`src/rtl/rs_slot_manager_if.sv`:
```
// rs_slot_manager_if: alloc/release request and slot-status bundle for one reservation station.
interface rs_slot_manager_if #(
    parameter int RS_SIZE = 6,
    parameter int TAG_W   = 3,
    parameter int CNT_W   = 3
);
    logic               flush_i;
    logic               alloc_valid_i;
    logic [TAG_W-1:0]   alloc_tag_i;
    logic               alloc_ready_o;
    logic               rel_a_valid_i;
    logic [TAG_W-1:0]   rel_a_tag_i;
    logic               rel_b_valid_i;
    logic [TAG_W-1:0]   rel_b_tag_i;
    logic [RS_SIZE-1:0] free_status_o;
    logic [CNT_W-1:0]   busy_count_o;
    logic               full_o;
    logic               empty_o;
    logic               err_o;
    modport slave (
        input  flush_i, alloc_valid_i, alloc_tag_i, rel_a_valid_i, rel_a_tag_i, rel_b_valid_i, rel_b_tag_i,
        output alloc_ready_o, free_status_o, busy_count_o, full_o, empty_o, err_o
    );
    modport master (
        output flush_i, alloc_valid_i, alloc_tag_i, rel_a_valid_i, rel_a_tag_i, rel_b_valid_i, rel_b_tag_i,
        input  alloc_ready_o, free_status_o, busy_count_o, full_o, empty_o, err_o
    );
endinterface

```
`src/rtl/rs_slot_manager.sv`:
```
// rs_slot_manager: busy/free bitmap, occupancy count and sticky protocol-error flag for one reservation station.
module rs_slot_manager #(
    parameter int RS_SIZE = 6,
    parameter int TAG_W   = 3,
    parameter int CNT_W   = 3
) (
    input logic clk,
    input logic rst,
    rs_slot_manager_if.slave bus
);
    localparam logic [TAG_W:0]       SZ  = (TAG_W+1)'(RS_SIZE);
    localparam logic [RS_SIZE-1:0]   ONE = {{(RS_SIZE-1){1'b0}}, 1'b1};
    logic [RS_SIZE-1:0] free_q, free_d, free_rel;
    logic [CNT_W-1:0]   busy_q, busy_d;
    logic               err_q, err_d, a_ok, b_ok, al_ok;
    function automatic logic in_rng(input logic [TAG_W-1:0] t);
        return {1'b0, t} < SZ;
    endfunction
    // Releases land first so that a slot freed this cycle can be recycled by alloc even when full.
    always_comb begin
        a_ok     = bus.rel_a_valid_i && in_rng(bus.rel_a_tag_i) && !free_q[bus.rel_a_tag_i];
        b_ok     = bus.rel_b_valid_i && in_rng(bus.rel_b_tag_i) && !free_q[bus.rel_b_tag_i]
                   && !(a_ok && bus.rel_b_tag_i == bus.rel_a_tag_i);
        free_rel = free_q | (a_ok ? ONE << bus.rel_a_tag_i : '0) | (b_ok ? ONE << bus.rel_b_tag_i : '0);
        al_ok    = bus.alloc_valid_i && in_rng(bus.alloc_tag_i) && free_rel[bus.alloc_tag_i];
        free_d   = bus.flush_i ? '1 : free_rel & ~(al_ok ? ONE << bus.alloc_tag_i : '0);
        busy_d   = bus.flush_i ? '0 : busy_q + CNT_W'(al_ok) - CNT_W'(a_ok) - CNT_W'(b_ok);
        err_d    = err_q | (!bus.flush_i && ((bus.rel_a_valid_i && !a_ok) || (bus.rel_b_valid_i && !b_ok)
                   || (bus.alloc_valid_i && !al_ok)));
    end
    always_ff @(posedge clk or posedge rst) begin
        if (rst) begin
            free_q <= '1;
            busy_q <= '0;
            err_q  <= 1'b0;
        end else begin
            free_q <= free_d;
            busy_q <= busy_d;
            err_q  <= err_d;
        end
    end
    assign bus.free_status_o = free_q;
    assign bus.busy_count_o  = busy_q;
    assign bus.full_o        = busy_q == CNT_W'(RS_SIZE);
    assign bus.empty_o       = busy_q == '0;
    assign bus.alloc_ready_o = !bus.full_o;
    assign bus.err_o         = err_q;
endmodule

```
`src/flat_wrapper.sv`:
```
// flat-port wrapper written by rule: the top's interface ports become plain ports
module rs_slot_manager_flat 
#(
    parameter int RS_SIZE = 6,
    parameter int TAG_W   = 3,
    parameter int CNT_W   = 3
)
  (clk, rst, bus_flush_i, bus_alloc_valid_i, bus_alloc_tag_i, bus_rel_a_valid_i, bus_rel_a_tag_i, bus_rel_b_valid_i, bus_rel_b_tag_i, bus_alloc_ready_o, bus_free_status_o, bus_busy_count_o, bus_full_o, bus_empty_o, bus_err_o);
  rs_slot_manager_if #(.RS_SIZE(RS_SIZE), .TAG_W(TAG_W), .CNT_W(CNT_W)) bus_i ();
  input logic clk;
  input logic rst;
  input wire logic [$bits(bus_i.flush_i)-1:0] bus_flush_i;
  input wire logic [$bits(bus_i.alloc_valid_i)-1:0] bus_alloc_valid_i;
  input wire logic [$bits(bus_i.alloc_tag_i)-1:0] bus_alloc_tag_i;
  input wire logic [$bits(bus_i.rel_a_valid_i)-1:0] bus_rel_a_valid_i;
  input wire logic [$bits(bus_i.rel_a_tag_i)-1:0] bus_rel_a_tag_i;
  input wire logic [$bits(bus_i.rel_b_valid_i)-1:0] bus_rel_b_valid_i;
  input wire logic [$bits(bus_i.rel_b_tag_i)-1:0] bus_rel_b_tag_i;
  output wire logic [$bits(bus_i.alloc_ready_o)-1:0] bus_alloc_ready_o;
  output wire logic [$bits(bus_i.free_status_o)-1:0] bus_free_status_o;
  output wire logic [$bits(bus_i.busy_count_o)-1:0] bus_busy_count_o;
  output wire logic [$bits(bus_i.full_o)-1:0] bus_full_o;
  output wire logic [$bits(bus_i.empty_o)-1:0] bus_empty_o;
  output wire logic [$bits(bus_i.err_o)-1:0] bus_err_o;
  assign bus_i.flush_i = bus_flush_i;
  assign bus_i.alloc_valid_i = bus_alloc_valid_i;
  assign bus_i.alloc_tag_i = bus_alloc_tag_i;
  assign bus_i.rel_a_valid_i = bus_rel_a_valid_i;
  assign bus_i.rel_a_tag_i = bus_rel_a_tag_i;
  assign bus_i.rel_b_valid_i = bus_rel_b_valid_i;
  assign bus_i.rel_b_tag_i = bus_rel_b_tag_i;
  assign bus_alloc_ready_o = bus_i.alloc_ready_o;
  assign bus_free_status_o = bus_i.free_status_o;
  assign bus_busy_count_o = bus_i.busy_count_o;
  assign bus_full_o = bus_i.full_o;
  assign bus_empty_o = bus_i.empty_o;
  assign bus_err_o = bus_i.err_o;
  rs_slot_manager #(.RS_SIZE(RS_SIZE), .TAG_W(TAG_W), .CNT_W(CNT_W)) u_core (.clk(clk), .rst(rst), .bus(bus_i));
endmodule
```
`config.mk`:
```
export PLATFORM = sky130hd
export DESIGN_NAME = rs_slot_manager_flat
export DESIGN_NICKNAME = d
export VERILOG_FILES = /design/src/rtl/rs_slot_manager_if.sv /design/src/rtl/rs_slot_manager.sv /design/src/flat_wrapper.sv
export SDC_FILE = /design/constraint.sdc
export NUM_CORES = 1
export LEC_CHECK = 0
export BUFFER_PORTS_ARGS = -buffer_cell sky130_fd_sc_hd__buf_2
export CAP_MARGIN = 30
export CORE_AREA = 10 10 69 71
export CTS_BUF_LIST = sky130_fd_sc_hd__clkbuf_8
export DETAILED_ROUTE_END_ITERATION = 6
export DIE_AREA = 0 0 79 81
export PLACE_DENSITY = 0.6
export SYNTH_ARGS = -nofsm -noshare
export SYNTH_HDL_FRONTEND = slang
export SYNTH_SLANG_ARGS = --single-unit
```
`constraint.sdc`:
```
create_clock -name clk -period 2.85 [get_ports clk]
set_input_delay 0.7125 -clock clk [delete_from_list [all_inputs] [get_ports clk]]
set_output_delay 0.7125 -clock clk [all_outputs]
set_load 0.01 [all_outputs]
```
==> results.yml <==
outcome:
  status: "finished, final reports clean"
drt:
  vias: 1009
  viasPerCell: 5.070
  routedWlPerCell_um: 15.21
  drt_first_pass_iters: 4
  drt-initial-drc-count: 43
  ant_nets: 0
  wl_um: 3027
  drc_errors: 0
global_routing:
  grt_util_all_layers_pct: 9.151
  grt_max_degree: 12
  grt-ovfl-total: 0
  grt_pass1_wl_um: 4733
  antenna_found_initial: 0
  grt_pass1_vias: 1019
final_layout:
  diodes: 0
  syn_to_final_growth_pct: 39.00
  final_cells: 199
  nets: 171
  fill_cells: 381
  drive_above_1_share_pct: 48.34
logic_synthesis:
  synth.largest_area_cell: "dfstp_2"
  synthesis.instances: 107
  synthTopCellsByArea: "dfstp_2 (16%), dfrtp_1 (10%), mux2i_1 (7.2%), ha_1 (5.1%), xor2_1 (4.5%)"
  ys.flop_type: "dfstp_2"
  async_flop_share_pct: 100.0
  synth_edf_count: 0
  syn_area_per_cell_sq_um: 9.144
  yosysTopAreaCellShare_pct: 16.11
  synth_nets: 126
  ys_warn_count: 0
  netlist_area_sq_um: 978.4
  synth.distinct_cells: 45
  synth-seq-area-share_pct: 26.34
  ys_ff_latch: 10
placement:
  dpl.cell_count: 195
  numPortBuffers: 27
  gp_congestion: 0.8735
  dp_hpwl_um: 2338
die:
  io_pins: 28
  die_h_um: 81
  rows: 22
  die_width_um: 79
  core_sq_um: 3523
  dieArea_sq_um: 6399
  floorplan.initialDensity_pct: 27.77
setup_path:
  critPathCaptureType: "flop"
  r2r_end: "u_core.bus.busy_count_o[2]"
  r2r_slack_ns: 0.25
  startpoint_type: "primary input"
  setup.worst_path.start: "bus_rel_b_tag_i[1]"
  path_max_fanout: 5
  path_class: "primary input to flop"
  crit_end: "u_core.bus.busy_count_o[2]"
  cp.required_ns: 2.97
  critPathArrivalTime_ns: 2.89
  r2r-start: "u_core.bus.free_status_o[2]"
  reg2reg_depth: 13
sta:
  setup_tns_ns: 0
  skew_ns: 0.002452
  fin_crit_ns: 2.763
  max_freq_ghz: 0.3619
  finalMaxSlewViolations: 0
  slew-limit-headroom_pct: 73.36
  finalCritPeriodShare_pct: 96.96
  finalSetupViolCount: 0
  worst_pin_slew_ns: 0.3992
  hold_violations: 0
clock_network:
  cts_hold_buf: 0
  clk_latency_ns: 0.24
  path_clk_slew_ns: 0.05
  cts_htree_levels: 1
  cts_sinks: 10
  cts_buffers: 3
  cts-root-buf: "clkbuf_8"
  cts.path.max_buffers: 2
  cts_tree: "yes"
power_and_ir_drop:
  vdd_drop_max_v: 0.0002340
  p_per_area_nw_per_um2: 350.5
  leakagePower_nw: 0.6317
  power_mw: 0.4767
min_path:
  hold_path.class: "primary input to asynchronous set/reset pin"
flow_run:
  drv_cap: 0
per-layer routing:
metal	vias up	global-route usage [%]	share of wire [%]
met5	-	0	0
met1	468	11.19	46
met2	48	14.44	46
met3	10	2.097	5.3
met4	0	5.376	2.5
li1	483	-	-
placed cells by master (no fill, tap or decap), drive strengths merged, types with 2 or more instances in the layout:
cell / synthesis / layout
a211o: 2 / 2
a211oi: 3 / 3
a21oi: 4 / 4
a22oi: 2 / 2
a31oi: 3 / 3
a32oi: 2 / 2
and2: 2 / 2
and3b: 3 / 3
buf: 4 / 46
clkbuf: 2 / 4
dfrtp: 4 / 4
dfstp: 6 / 6
ha: 4 / 4
inv: 6 / 6
mux2i: 7 / 7
nand2: 6 / 6
nand2b: 3 / 3
nand4: 2 / 2
nor2: 8 / 8
nor2b: 4 / 4
nor3: 4 / 4
nor4: 3 / 3
o21ai: 2 / 2
or2: 3 / 3
xnor2: 2 / 2
xor2: 5 / 5
report_power, final:
part | internal [mW] | leakage, nW | total [mW] | switching (mW)
clock | 0.122 | 0.0288 | 0.182 | 0.0603
combinational | 0.0610 | 0.490 | 0.132 | 0.0709
sequential | 0.153 | 0.113 | 0.163 | 0.00964
total | 0.336 | 0.632 | 0.477 | 0.141
worst max-delay path: stages:
cell     delay (ns)
buf_2          0.14
and3b_1        0.23
a32oi_1        0.28
nand2_1        0.16
a31oi_1        0.22
o21ai_2        0.07
and2_1         0.16
ha_1           0.18
nor2_1         0.10
ha_1           0.23
inv_1          0.06
ha_1           0.17
xnor2_2        0.12
nor2_1         0.05
how the worst min path moves through the flow:
stage                           from          endpoint  slack (ns)  cells past startpoint
floorplan           u_core.bus.err_o  u_core.bus.err_o        0.51                      2
CTS                              rst  u_core.bus.err_o        0.45                      2
finish                           rst  u_core.bus.err_o        0.45                      2
global placement    u_core.bus.err_o  u_core.bus.err_o        0.45                      2
global route                     rst  u_core.bus.err_o        0.49                      2
detailed placement  u_core.bus.err_o  u_core.bus.err_o        0.47                      2
repair_timing:
action	CTS	global route
endpoints found under the hold margin	0	0
endpoints found under the setup margin	0	1
resized for setup	0	4
buffers inserted	0	0
synthesized netlist by cell type, types with 2 or more instances:
cell type  n
a211o_1    2
a211oi_1   3
a21oi_1    3
a22oi_1    2
a31oi_1    3
a32oi_1    2
and2_1     2
and3b_1    2
buf_2      2
clkbuf_1   2
dfrtp_1    4
dfstp_2    6
ha_1       4
inv_1      6
mux2i_1    7
nand2_1    5
nand2b_1   3
nand4_1    2
nor2_1     8
nor2b_1    4
nor3_1     3
nor4_1     2
or2_2      3
xnor2_1    2
xor2_1     5
cell families after synthesis:
kind of cell | after synthesis | share of synthesized area, %
buffers and inverters | 12 | 6.011
muxes | 8 | 8.312
xor gates and xnor gates | 7 | 6.266
and+or+nand+nor | 42 | 26.60
DFF | 10 | 26.34
AOI/OAI and AO/OA | 24 | 21.36
adders and majority gates | 4 | 5.115
through the flow:
step / instance area [sq um] / utilization [%] / hold WS, ns / worst slack [ns]
2_1_floorplan: 978.4 / - / 0.5122 / 0.003499
3_3_place_gp: 1280 / 36.33 / 0.4534 / -0.04975
3_5_place_dp: 1280 / 36.33 / 0.4670 / -0.07390
4_1_cts: 1335 / 37.89 / 0.4540 / 0.1692
5_1_grt: 1360 / 38.60 / 0.4881 / -0.03951
6_report: 1360 / 38.60 / 0.4469 / 0.08674
sequential cells by signal (all words and copies together) (netlist names):
register / cells
u_core.bus.busy_count_o: 3
u_core.bus.free_status_o: 6
u_core.bus.err_o: 1
final cells by class:
class	instances	area (sq um)	area share [%]
Clock buffer	4	55.05	4.048
Inverter	6	22.52	1.656
Multi-Input combinational cell	85	686.9	50.51
Sequential cell	10	257.7	18.95
Tap cell	48	60.06	4.416
Timing Repair Buffer	46	277.8	20.42
(Power assumes the default switching activity.)
